--- src/rtl/multicycle_ctrl.sv ---
// Multi-cycle control FSM for the reduced RISC-V core: sequences fetch, decode,
// execute, memory and write-back, with memory wait-states and halt on illegal ops.
module multicycle_ctrl #(
  parameter int INSTR_WIDTH = 32,
  parameter int CNT_WIDTH   = 16
) (
  input  logic                   clk,
  input  logic                   rst_n,
  input  logic [INSTR_WIDTH-1:0] Instr,
  input  logic                   imem_ready,
  input  logic                   dmem_ready,
  input  logic                   EQ,
  output logic                   IRWrite,
  output logic                   PCWrite,
  output logic                   PCsrc,
  output logic [1:0]             ImmSrc,
  output logic                   ALUSrc,
  output logic [2:0]             ALUctrl,
  output logic                   RegWrite,
  output logic                   ResultSrc,
  output logic                   MemRead,
  output logic                   MemWrite,
  output logic                   halted,
  output logic [CNT_WIDTH-1:0]   retired
);

  typedef enum logic [2:0] {
    S_FETCH, S_DECODE, S_EXEC, S_MEM, S_WB, S_HALT
  } state_t;

  typedef enum logic [2:0] {
    C_ADD, C_ADDI, C_LW, C_SW, C_BNE, C_ILL
  } cls_t;

  localparam logic [6:0] OP_R   = 7'd51;
  localparam logic [6:0] OP_I   = 7'd19;
  localparam logic [6:0] OP_LD  = 7'd3;
  localparam logic [6:0] OP_ST  = 7'd35;
  localparam logic [6:0] OP_BR  = 7'd99;

  function automatic cls_t classify(input logic [6:0] op, input logic [2:0] f3);
    cls_t c;
    c = C_ILL;
    if      (op == OP_R  && f3 == 3'b000) c = C_ADD;
    else if (op == OP_I  && f3 == 3'b000) c = C_ADDI;
    else if (op == OP_LD && f3 == 3'b010) c = C_LW;
    else if (op == OP_ST && f3 == 3'b010) c = C_SW;
    else if (op == OP_BR && f3 == 3'b001) c = C_BNE;
    return c;
  endfunction

  state_t               state_q, state_d;
  logic [6:0]           op_q;
  logic [2:0]           f3_q;
  logic [CNT_WIDTH-1:0] retired_q;
  logic                 retire;
  cls_t                 cls;
  logic [1:0]           imm_sel;
  logic                 unused_instr;

  assign unused_instr = ^{Instr[INSTR_WIDTH-1:15], Instr[11:7]};

  assign cls     = classify(op_q, f3_q);
  assign imm_sel = (cls == C_SW) ? 2'b01 : (cls == C_BNE) ? 2'b10 : 2'b00;
  assign retired = retired_q;

  always_ff @(posedge clk) begin
    if (!rst_n) begin
      state_q   <= S_FETCH;
      op_q      <= '0;
      f3_q      <= '0;
      retired_q <= '0;
    end else begin
      state_q <= state_d;
      if (state_q == S_DECODE) begin
        op_q <= Instr[6:0];
        f3_q <= Instr[14:12];
      end
      if (retire) retired_q <= retired_q + CNT_WIDTH'(1);
    end
  end

  always_comb begin
    state_d   = state_q;
    retire    = 1'b0;
    IRWrite   = 1'b0;
    PCWrite   = 1'b0;
    PCsrc     = 1'b0;
    ImmSrc    = 2'b00;
    ALUSrc    = 1'b0;
    ALUctrl   = 3'b000;
    RegWrite  = 1'b0;
    ResultSrc = 1'b0;
    MemRead   = 1'b0;
    MemWrite  = 1'b0;
    halted    = 1'b0;
    unique case (state_q)
      S_FETCH: begin
        if (imem_ready) begin
          IRWrite = 1'b1;
          PCWrite = 1'b1;
          state_d = S_DECODE;
        end
      end
      // Legality is judged on the live IR here; op/f3 are captured at this same edge.
      S_DECODE: begin
        state_d = (classify(Instr[6:0], Instr[14:12]) == C_ILL) ? S_HALT : S_EXEC;
      end
      S_EXEC: begin
        ImmSrc = imm_sel;
        unique case (cls)
          C_ADD:  state_d = S_WB;
          C_ADDI: begin ALUSrc = 1'b1; state_d = S_WB;  end
          C_LW:   begin ALUSrc = 1'b1; state_d = S_MEM; end
          C_SW:   begin ALUSrc = 1'b1; state_d = S_MEM; end
          C_BNE: begin
            ALUctrl = 3'b001;
            PCWrite = ~EQ;
            PCsrc   = 1'b1;
            retire  = 1'b1;
            state_d = S_FETCH;
          end
          default: state_d = S_HALT;
        endcase
      end
      S_MEM: begin
        ImmSrc   = imm_sel;
        MemRead  = (cls == C_LW);
        MemWrite = (cls == C_SW);
        if (dmem_ready) begin
          if (cls == C_LW) begin
            state_d = S_WB;
          end else begin
            retire  = 1'b1;
            state_d = S_FETCH;
          end
        end
      end
      S_WB: begin
        ImmSrc    = imm_sel;
        RegWrite  = 1'b1;
        ResultSrc = (cls == C_LW);
        retire    = 1'b1;
        state_d   = S_FETCH;
      end
      S_HALT: halted = 1'b1;
      default: state_d = S_FETCH;
    endcase
    if (!rst_n) begin
      retire    = 1'b0;
      IRWrite   = 1'b0;
      PCWrite   = 1'b0;
      PCsrc     = 1'b0;
      ImmSrc    = 2'b00;
      ALUSrc    = 1'b0;
      ALUctrl   = 3'b000;
      RegWrite  = 1'b0;
      ResultSrc = 1'b0;
      MemRead   = 1'b0;
      MemWrite  = 1'b0;
      halted    = 1'b0;
    end
  end

endmodule
--- config.mk ---
export PLATFORM = sky130hd
export DESIGN_NAME = multicycle_ctrl
export DESIGN_NICKNAME = d
export VERILOG_FILES = /design/src/rtl/multicycle_ctrl.sv
export SDC_FILE = /design/constraint.sdc
export NUM_CORES = 1
export LEC_CHECK = 0
export ABC_AREA = 0
export BUFFER_PORTS_ARGS = -buffer_cell sky130_fd_sc_hd__buf_2
export CORE_MARGIN = 4
export CORE_UTILIZATION = 30
export CTS_CLUSTER_DIAMETER = 200
export DETAILED_ROUTE_END_ITERATION = 8
export PLACE_DENSITY = 0.53
export SYNTH_ARGS = -nofsm -noshare
export SYNTH_HDL_FRONTEND = slang
export SYNTH_SLANG_ARGS = --single-unit
export TNS_END_PERCENT = 1
--- constraint.sdc ---
create_clock -name clk -period 2.2 [get_ports clk]
set_input_delay 0.11 -clock clk [delete_from_list [all_inputs] [get_ports clk]]
set_output_delay 0.11 -clock clk [all_outputs]
set_load 0.05 [all_outputs]
=== Yosys cells after proc, flatten, opt, wreduce, memory -nomap -nowiden ===
Cells that the tools add are included.
Widths: inputs -> output; s select.

* Register bits after elaboration: 29
* Word-level logic and storage cells: 102

* Add/subtract/negate cells: 1
* Equal/unequal tests: 26
* Muxes and demuxes: 50
* Bitwise gates (word level): 2
* Reductions and logical operators: 19

{| class="wikitable"
|+ Operator list
! kind !! count
|-
| $mux 3 || 14
|-
| $eq 7x6->1 const B || 4
|-
| $mux 1 || 28
|-
| $eq 3x2->1 const B || 6
|-
| $add 16x1->16 const B || 1
|-
| $pmux 3 s5 || 1
|-
| $eq 7x2->1 const B || 2
|-
| $eq 7x5->1 const B || 2
|-
| $eq 7x7->1 const B || 2
|-
| $eq 3x1->1 const B || 4
|-
| $eq 3x3->1 const B || 4
|-
| $logic_not 3->1 || 4
|-
| $logic_and 1x1->1 || 10
|-
| $pmux 3 s3 || 1
|-
| $mux 2 || 4
|-
| $reduce_or 3->1 || 2
|-
| $ne 2x2->1 const B || 2
|-
| $reduce_or 2->1 || 2
|-
| $pmux 1 s3 || 1
|-
| $reduce_and 3->1 || 1
|-
| $not 1->1 || 2
|-
| $pmux 1 s2 || 1
|}

=== Longest topological paths before layout ===
Gate-level depths: netlist of the first run.

* Depth after elaboration: 12
* Depth in mapped cells: 8
* Depth with buffers taken out: 6

=== Worst setup path after synthesis of the first run ===
OpenSTA, ideal clock, no wires.

* Kind: flip-flop to flip-flop
* From: register op_q[3]
* To: register state_q[2]
* Library setup time: 0.065 ns
* Arrival time: 2.162 ns
* Slack: -0.028 ns
* Stages on the path, launching flop included: 7
* Period minus slack after synthesis: 2.228 ns
* Cells stage by stage: dfxtp_1 > and4bb_1 > buf_6 > nand4b_1 > nor3_1 > nand2_1 > nand3_1

* Longest elaborated chain between the ends: 11

{| class="wikitable"
|+ RTL lines
! item !! RTL line !! RTL
|-
| from (decl) || 53 || <nowiki>logic [6:0] op_q;</nowiki>
|-
| from (signal assigned) || 76 || <nowiki>op_q <= Instr[6:0];</nowiki>
|-
| $eq 7x7->1 || 48 || <nowiki>else if (op == OP_BR && f3 == 3'b001) c = C_BNE;</nowiki>
|-
| $logic_and 1x1->1 || 48 ||
|-
| $mux 1 || 48 ||
|-
| $mux 3 || 47 || <nowiki>else if (op == OP_ST && f3 == 3'b010) c = C_SW;</nowiki>
|-
| $mux 3 || 46 || <nowiki>else if (op == OP_LD && f3 == 3'b010) c = C_LW;</nowiki>
|-
| $mux 3 || 45 || <nowiki>else if (op == OP_I && f3 == 3'b000) c = C_ADDI;</nowiki>
|-
| $mux 3 * || 44 || <nowiki>if (op == OP_R && f3 == 3'b000) c = C_ADD;</nowiki>
|-
| $eq 3x2->1 (tied with other cells) || 111 || <nowiki>unique case (cls)</nowiki>
|-
| $reduce_or 2->1 (no line) / $mux 3 (equally long branches) || -- ||
|-
| $pmux 3 s3 / $mux 3 (equally long branches) || 111, 130 ||
|-
| $pmux 3 s5 * || 97 || <nowiki>unique case (state_q)</nowiki>
|-
| to (signal assigned) || 74 || <nowiki>state_q <= state_d;</nowiki>
|-
| to (decl) || 52 || <nowiki>state_t state_q, state_d;</nowiki>
|}

Mark *: on every way between the ends. The rest lies on a longest branch, timed or not. The select of a mux whose other input is x is not followed.
A chain may end at the register's enable or synchronous reset.

=== Worst setup path in the final report of the first run ===
* From: register op_q[3]
* To: register retired_q[15] (netlist: retired[15])

* Longest elaborated chain between the ends: 12

{| class="wikitable"
|+ RTL lines
! item !! RTL line !! RTL
|-
| $eq 7x7->1 || 48 ||
|-
| $logic_and 1x1->1 || 48 ||
|-
| $mux 1 || 48 ||
|-
| $mux 3 || 47 ||
|-
| $mux 3 || 46 ||
|-
| $mux 3 || 45 ||
|-
| $mux 3 * || 44 ||
|-
| $eq 3x2->1 || 131 || <nowiki>if (cls == C_LW) begin</nowiki>
|-
| $mux 1 || 131 ||
|-
| $mux 1 || 130 || <nowiki>if (dmem_ready) begin</nowiki>
|-
| $pmux 1 s3 * || 97 ||
|-
| $mux 1 * || 149 || <nowiki>if (!rst_n) begin</nowiki>
|-
| to (signal assigned) || 79 || <nowiki>if (retire) retired_q <= retired_q + CNT_WIDTH'(1);</nowiki>
|-
| to (decl) || 55 || <nowiki>logic [CNT_WIDTH-1:0] retired_q;</nowiki>
|}

Mark *: on every way between the ends. The rest lies on a longest branch, timed or not.

==> results.toml, run 1 <==
[route]
via_per_inst = 5.010
routed_wl_um = 4144
final_antenna_net_count = 0
dr.pass1.iters = 4
wl_per_cell_um = 13.20
drtIter0Drc = 56
vias = 1573
drc = 0

[worst_setup_path]
crit_slowest_cell = "or4_1"
critPathKind = "flip-flop to flip-flop"
worst_path_largest_cell_delay_ps = 490
critPathMaxFanout = 27
cp-start-kind = "flip-flop"
endpoint_kind = "flip-flop"
cp_num_buf_inv = 1
cp_cell_sequence = "and4bb_1 > a41oi_1 > a2bb2oi_2 > buf_12 > or4_1 > a21oi_1"
worstPathArrival_ps = 2160
cp.required_ps = 2400
cp_top_family = "simple AND/OR/NAND/NOR gates"

[synthesis]
synthTopCellsByCount = "dfxtp_1 (29), nor2_1 (26), mux2i_1 (15), nand2_1 (15), a21oi_1 (12)"
syn_area_per_cell_um2 = 8.397
synth-seq-area-share = 0.3440
synthTopCellsByArea = "dfxtp_1 (34%), mux2i_1 (8.9%), nor2_1 (5.8%), o31ai_1 (4.0%), buf_6 (4.0%)"
synth-main-ff-cell = "dfxtp_1"
synth.largest_area_cell = "dfxtp_1"
synth_top_area_frac = 0.3440
async_flop_share = 0
synth_cell_types = 42
synthCells = 201
synth-seq-cells = 29
yosysWarningCount = 0
synth_edf_count = 0
yosysMostFrequentCell = "dfxtp_1"
synth_area_um2 = 1688

[global_routing]
grt-ovfl-total = 0
grt_pass1_wl_um = 7107
antenna_found_initial = 0
grt_pass1_vias = 1525
track_usage = 0.1240
grt_max_degree = 28

[die]
io_pins = 67
dieArea_um2 = 6891
die_h_um = 83.01
row_count = 27
core_um2 = 5473
start_util = 0.3084
die_width_um = 83.01

[clocking]
h-tree-depth = 2
clock-sinks = 29
cts_made_buffers = 5
post_cts_buffers = 0
clkSlewWorstSetupHoldPaths_ps = 70
postCtsHoldBufs = 0
worstSkewPairLatency_ps = 280
cts_root_buf = "clkbuf_8"
tritoncts = "yes"
clockBufferDepth = 2
cts_resized = 0

[place]
gp_congestion = 0.7328
numPortBuffers = 42
hpwlAfterDp_um = 3101

[timing]
finClkSkew_ps = 7.312
finalCritPeriodShare = 0.8889
worstMarginPinSlew_ps = 588.1
setup_viol = 0
hold_violations = 0
tns_ps = 0
rsz0062_at_grt = "false"
slew_headroom = 0.6038
fmax_mhz = 511.4
slew_viol_final = 0
finalCriticalPeriod_ps = 1956

[pwr]
cellLeakagePower_nw = 0.8123
power.density_nw_per_um2 = 562.9
ir_drop_mv = 0.2606

[min_path]
hold_class = "primary input to flip-flop"

[final_layout]
final_layout_size_suffix_gt1_frac = 0.2686
nets = 280
final_util = 0.3701
num_antenna_cells = 0
area_delta_synth_final_pct = 20.01

[status]
status = "complete, no violations"

[run]
cap_violations = 0
-- metrics by stage --
stage	cells	cell area (µm²)	hold WS, ps	setup WS (ps)	power (mW)
after floorplan	202	1697	232.3	134.3	0.6712
final	314	2026	76.29	244.5	1.140
after global routing	314	2026	95.84	105.6	1.199
after CTS	314	2026	74.88	226.5	1.157
after detailed placement	307	1939	366.8	250.5	0.7082
after global placement	307	1939	364.1	275.7	0.7067
-- area by class of cell --
| type | instances | area [µm²] |
|---|---|---|
| repair buffers | 48 | 267.8 |
| fillers | 589 | 3447 |
| clock buffers | 7 | 86.33 |
| multi-input cells | 155 | 989.7 |
| flip-flops and latches | 29 | 580.6 |
| inverters | 3 | 11.26 |
| well taps | 72 | 90.09 |
-- flip-flops by register name, indices dropped and copies added, names as in the netlist --
name,count
state_q,3
retired,16
op_q,7
f3_q,3
-- routing by layer --
| layer | wire length (µm) | global-route usage |
|---|---|---|
| met4 | 40 | 0.04012 |
| met5 | 0 | 0 |
| met3 | 324 | 0.03770 |
| met1 | 1971 | 0.1663 |
| met2 | 1808 | 0.1895 |
-- final timing paths --
check / from / end / slack [ps] / cells after the start
max: op_q[3] / retired[15] / 240 / 6
min: dmem_ready / state_q[2] / 80 / 3
max reg2reg: op_q[3] / retired[15] / 240 / 6
min reg2reg: op_q[3] / op_q[3] / 490 / 2
-- where the power goes --
group	switching (mW)	internal (mW)	total, mW
clock network	0.197	0.248	0.445
registers	0.0142	0.540	0.554
logic	0.0855	0.0563	0.142
total	0.297	0.844	1.14
-- layout by cell type, fill, tap and decap left out, drive strengths merged, types with 2 or more instances in the layout --
master,instances
and3,3
a21oi,12
nand4b,2
nand2b,5
nor2,26
or3,4
nor2b,4
o21ai,7
nor3,9
or4,5
nand2,15
nor3b,3
dfxtp,29
conb,2
o31ai,9
nand4,10
clkbuf,7
a2bb2oi,3
inv,3
o211ai,4
buf,48
nand3,8
mux2i,15
-- tightest hold or removal path, cell delays in order --
cell and delay, ps:
buf_2 100, nand2_1 50, nand3_1 60
-- cells by family after synthesis --
| logic type | count (synthesis) | synth area share |
|---|---|---|
| AOI/OAI and AO/OA | 39 | 0.1557 |
| adders and majority gates | 1 | 0.007412 |
| buffers and inverters | 18 | 0.07486 |
| DFF | 29 | 0.3440 |
| muxes | 15 | 0.08895 |
| other | 1 | 0.002222 |
| and+or+nand+nor | 98 | 0.3269 |
Note: power is estimated with default switching activity, not from simulation.
==> run 2: changes to the inputs <==
Settings changed: RECOVER_POWER from default to 50.
==> run 2 against run 1 <==
Compared with the run above:
- register-to-register slack hardly changed
- design area fell by 1.6%
- highest routed layer unchanged
- critical endpoint unchanged
- worst setup slack better by 2.6 ps
==> results.toml, run 2 (synthesized netlist as in run 1, its figures left out) <==
[status]
status = "complete, no violations"

[final_layout]
fill_cells = 598
final_layout_size_suffix_gt1_frac = 0.1818
num_antenna_cells = 0
layout_common_cells = "dfxtp_1 (29), nor2_1 (26), buf_2 (23), clkbuf_1 (21)"
nets = 280
mostFrequentLayoutCell = "dfxtp_1"
register_area_um2 = 580.6
multi_input_area_um2 = 984.7
area_delta_synth_final_pct = 18.09
largest_reg_flops = 16

[timing]
fmax_mhz = 512.0
worstMarginPinSlew_ps = 842.7
finalCriticalPeriod_ps = 1953
slew_viol_final = 0
tns_ps = 0
slew_headroom = 0.4379
hold_violations = 0
setup_viol = 0
holdWs_ps = 79.45
finalCritPeriodShare = 0.8877
finClkSkew_ps = 6.943
rsz0062_at_grt = "false"

[clocking]
post_cts_buffers = 0
tritoncts = "yes"
h-tree-depth = 2
clockBufferDepth = 2
postCtsHoldBufs = 0
worstSkewPairLatency_ps = 280
cts_root_buf = "clkbuf_8"
cts_resized = 0
clkSlewWorstSetupHoldPaths_ps = 70
clock-sinks = 29
cts_made_buffers = 5

[worst_setup_path]
r2r_slack_ps = 250
critPathKind = "flip-flop to flip-flop"
reg2reg_depth = 6
worstPathArrival_ps = 2150
endpoint_kind = "flip-flop"
cp.required_ps = 2400
critPathMaxFanout = 27
timing.rr.end = "retired[15]"
crit_start = "op_q[3]"
endpoint = "retired[15]"
r2r_start = "op_q[3]"
cp-start-kind = "flip-flop"

[route]
drtIter0Drc = 50
wl_per_cell_um = 13.34
via_per_inst = 5.045
routed_wl_um = 4189
vias = 1584
drc = 0
dr.pass1.iters = 4
final_antenna_net_count = 0

[min_path]
whs_path_depth = 3
hold_class = "primary input to flip-flop"

[run]
cap_violations = 0

[die]
row_count = 27
io_pins = 67
start_util = 0.3084
dieArea_um2 = 6891
die_width_um = 83.01
core_um2 = 5473
die_h_um = 83.01

[pwr]
power.density_nw_per_um2 = 572.1
ir_drop_mv = 0.2594
cellLeakagePower_nw = 0.7242
power_mw = 1.140

[global_routing]
grt_max_degree = 28
track_usage = 0.1240
antenna_found_initial = 0
grt_pass1_vias = 1525
grt-ovfl-total = 0
grt_pass1_wl_um = 7107

[place]
hpwlAfterDp_um = 3101
gp_congestion = 0.7328
numPortBuffers = 42
run 2: final cells by class:
cell class              instances  area share
multi-input cells             155      0.4940
flip-flops and latches         29      0.2913
repair buffers                 48      0.1205
well taps                      72     0.04520
clock buffers                   7     0.04331
inverters                       3    0.005650
run 2: worst min-delay path by stage:
stage               start          to
4_1_cts        dmem_ready  state_q[2]
3_5_place_dp   dmem_ready  state_q[2]
6_report       dmem_ready  state_q[2]
2_1_floorplan  dmem_ready  state_q[2]
3_3_place_gp    Instr[14]     f3_q[2]
5_1_grt        dmem_ready  state_q[2]
run 2: layer usage:
metal	up-vias	share of wire	GRT usage
met5	-	0	0
met4	0	0.0095	0.04012
met3	5	0.077	0.03770
met2	54	0.43	0.1895
met1	709	0.48	0.1663
li1	816	-	-
run 2: per-stage QoR:
| stage | instance area, µm² | setup slack [ps] | std cells | util |
|---|---|---|---|---|
| after global placement | 1939 | 275.7 | 307 | 0.3544 |
| after CTS | 2026 | 226.5 | 314 | 0.3701 |
| final | 1993 | 247.0 | 314 | 0.3642 |
| after global routing | 1993 | 105.0 | 314 | 0.3642 |
| after floorplan | 1697 | 134.3 | 202 | - |
| after detailed placement | 1939 | 250.5 | 307 | 0.3544 |
run 2: worst max-delay path, cell delays in order, from the launching register on:
cell and delay (ps):
dfxtp_1 310, and4bb_1 410, a41oi_1 170, a2bb2oi_2 170, buf_12 170, or4_1 490
a21oi_1 160
run 2: power breakdown:
| part | switching, mW | internal (mW) |
|---|---|---|
| logic | 0.0856 | 0.0550 |
| registers | 0.0142 | 0.539 |
| clock network | 0.198 | 0.248 |
| total | 0.298 | 0.842 |
==> run 3: changes to the inputs <==
==> constraint.sdc (replaced) <==
create_clock -name clk -period 2.45 [get_ports clk]
set_input_delay 0.3675 -clock clk [delete_from_list [all_inputs] [get_ports clk]]
set_output_delay 0.3675 -clock clk [all_outputs]
set_load 0.05 [all_outputs]
==> run 3 against run 2 <==
Compared with the run above:
- clock skew fell by 1.6 ps
- critical path depth fell by 2
- power fell by 11%
- register-to-register slack improved by 70 ps
- sequential power fell by 9.6%
- non-clock buffer count fell by 5
- combinational power fell by 16%
- die area did not move
- global-route usage fell by 0.75 points
- core utilization fell by 0.57 points
- via count fell by 1.3%
- sequential share of layout area rose by 0.46 points
==> results.toml, run 3 (synthesized netlist as in run 1, its figures left out) <==
[status]
status = "complete, no violations"

[timing]
finalCriticalPeriod_ps = 2212
tns_ps = 0
slew_headroom = 0.4467
setup_viol = 0
finClkSkew_ps = 5.340
hold_violations = 0
rsz0062_at_grt = "false"
final.setup.worst_slack_ps = 237.7
slew_viol_final = 0
worstMarginPinSlew_ps = 829.4
fmax_mhz = 452.0
finalCritPeriodShare = 0.9030

[die]
dieArea_um2 = 6891
start_util = 0.3084
io_pins = 67
row_count = 27
die_h_um = 83.01
core_um2 = 5473
die_width_um = 83.01

[place]
gp_congestion = 0.7585
pre_cts_ws_ps = 174.5
hpwlAfterDp_um = 3024
numPortBuffers = 42

[clocking]
h-tree-depth = 2
tritoncts = "yes"
worstSkewPairLatency_ps = 280
cts_root_buf = "clkbuf_8"
cts_made_buffers = 5
clock-sinks = 29
clockBufferDepth = 2
clkSlewWorstSetupHoldPaths_ps = 60

[global_routing]
track_usage = 0.1165
grt_pass1_vias = 1438
grt_max_degree = 28
top_usage_layer = "met2"
antenna_found_initial = 0
grt_pass1_wl_um = 6637
grt_util_met2 = 0.1829
grtUsageMet1 = 0.1505
grtUsageMet3 = 0.03373
grt-ovfl-total = 0

[min_path]
hold_class = "primary input to flip-flop"

[final_layout]
largest_reg_flops = 16
final_util = 0.3585
mostFrequentLayoutCell = "dfxtp_1"
final_layout_size_suffix_gt1_frac = 0.1814
area_delta_synth_final_pct = 16.23
nets = 275
num_antenna_cells = 0
layout_common_cells = "dfxtp_1 (29), nor2_1 (26), buf_2 (26), clkbuf_1 (17)"

[worst_setup_path]
endpoint_kind = "primary output"
critPathKind = "flip-flop to primary output"
worstPathArrival_ps = 1840
cp.required_ps = 2080
cp-start-kind = "flip-flop"
critPathMaxFanout = 7

[route]
vias = 1563
via_per_inst = 5.058
drc = 0
routed_wl_um = 4137
final_antenna_net_count = 0
dr.pass1.iters = 4
drtIter0Drc = 96
wl_per_cell_um = 13.39

[pwr]
power.density_nw_per_um2 = 519.6
ir_drop_mv = 0.2103
cellLeakagePower_nw = 0.7119

[run]
cap_violations = 0
-- run 3: final cells by class --
type	instances	area, µm²
clock buffer	7	86.33
fill	614	3511
inverter	3	11.26
multi-input combinational	155	996.0
sequential	29	580.6
tap	72	90.09
timing repair buffer	43	197.7
-- run 3: what timing repair did --
action / 4_1_cts / 5_1_grt
setup endpoints to repair: 0 / 6
buffers inserted: 0 / 0
hold endpoints to repair: 0 / 0
resized for setup: 0 / 1
hold buffers: 0 / 0
-- run 3: metrics by stage --
stage | instances | cell area [µm²] | hold WS (ps) | power [mW]
6_report | 309 | 1962 | 349.9 | 1.019
5_1_grt | 309 | 1962 | 346.2 | 1.061
4_1_cts | 309 | 1971 | 342.1 | 1.030
3_5_place_dp | 302 | 1884 | 470.7 | 0.6271
3_3_place_gp | 302 | 1884 | 464.5 | 0.6256
2_1_floorplan | 202 | 1692 | 451.7 | 0.6025
-- run 3: metal layers --
| layer | share of wire | vias to the layer above | wire length [µm] |
|---|---|---|---|
| met5 | 0 | - | 0 |
| met1 | 0.49 | 701 | 2019 |
| met2 | 0.43 | 46 | 1779 |
| li1 | - | 806 | - |
| met3 | 0.064 | 10 | 265 |
| met4 | 0.017 | 0 | 72 |
-- run 3: power by group --
part	internal, mW	total [mW]	switching, mW
clock	0.222	0.400	0.178
combinational	0.0461	0.118	0.0718
sequential	0.484	0.501	0.0169
total	0.753	1.02	0.266
-- run 3: path summary, 6_finish.rpt --
check,startpoint,endpoint,slack (ps),depth (start not counted)
worst max-delay path,op_q[3],MemRead,240,4
worst min-delay path,Instr[3],op_q[3],350,3
worst max register to register,state_q[1],retired[13],320,5
worst min register to register,retired[15],retired[15],480,2
-- run 3: worst max-delay path: stages (launching register included) --
cell and delay [ps]:
dfxtp_1 310, and4bb_1 400, nand4b_1 250, nor3_1 290, buf_2 320
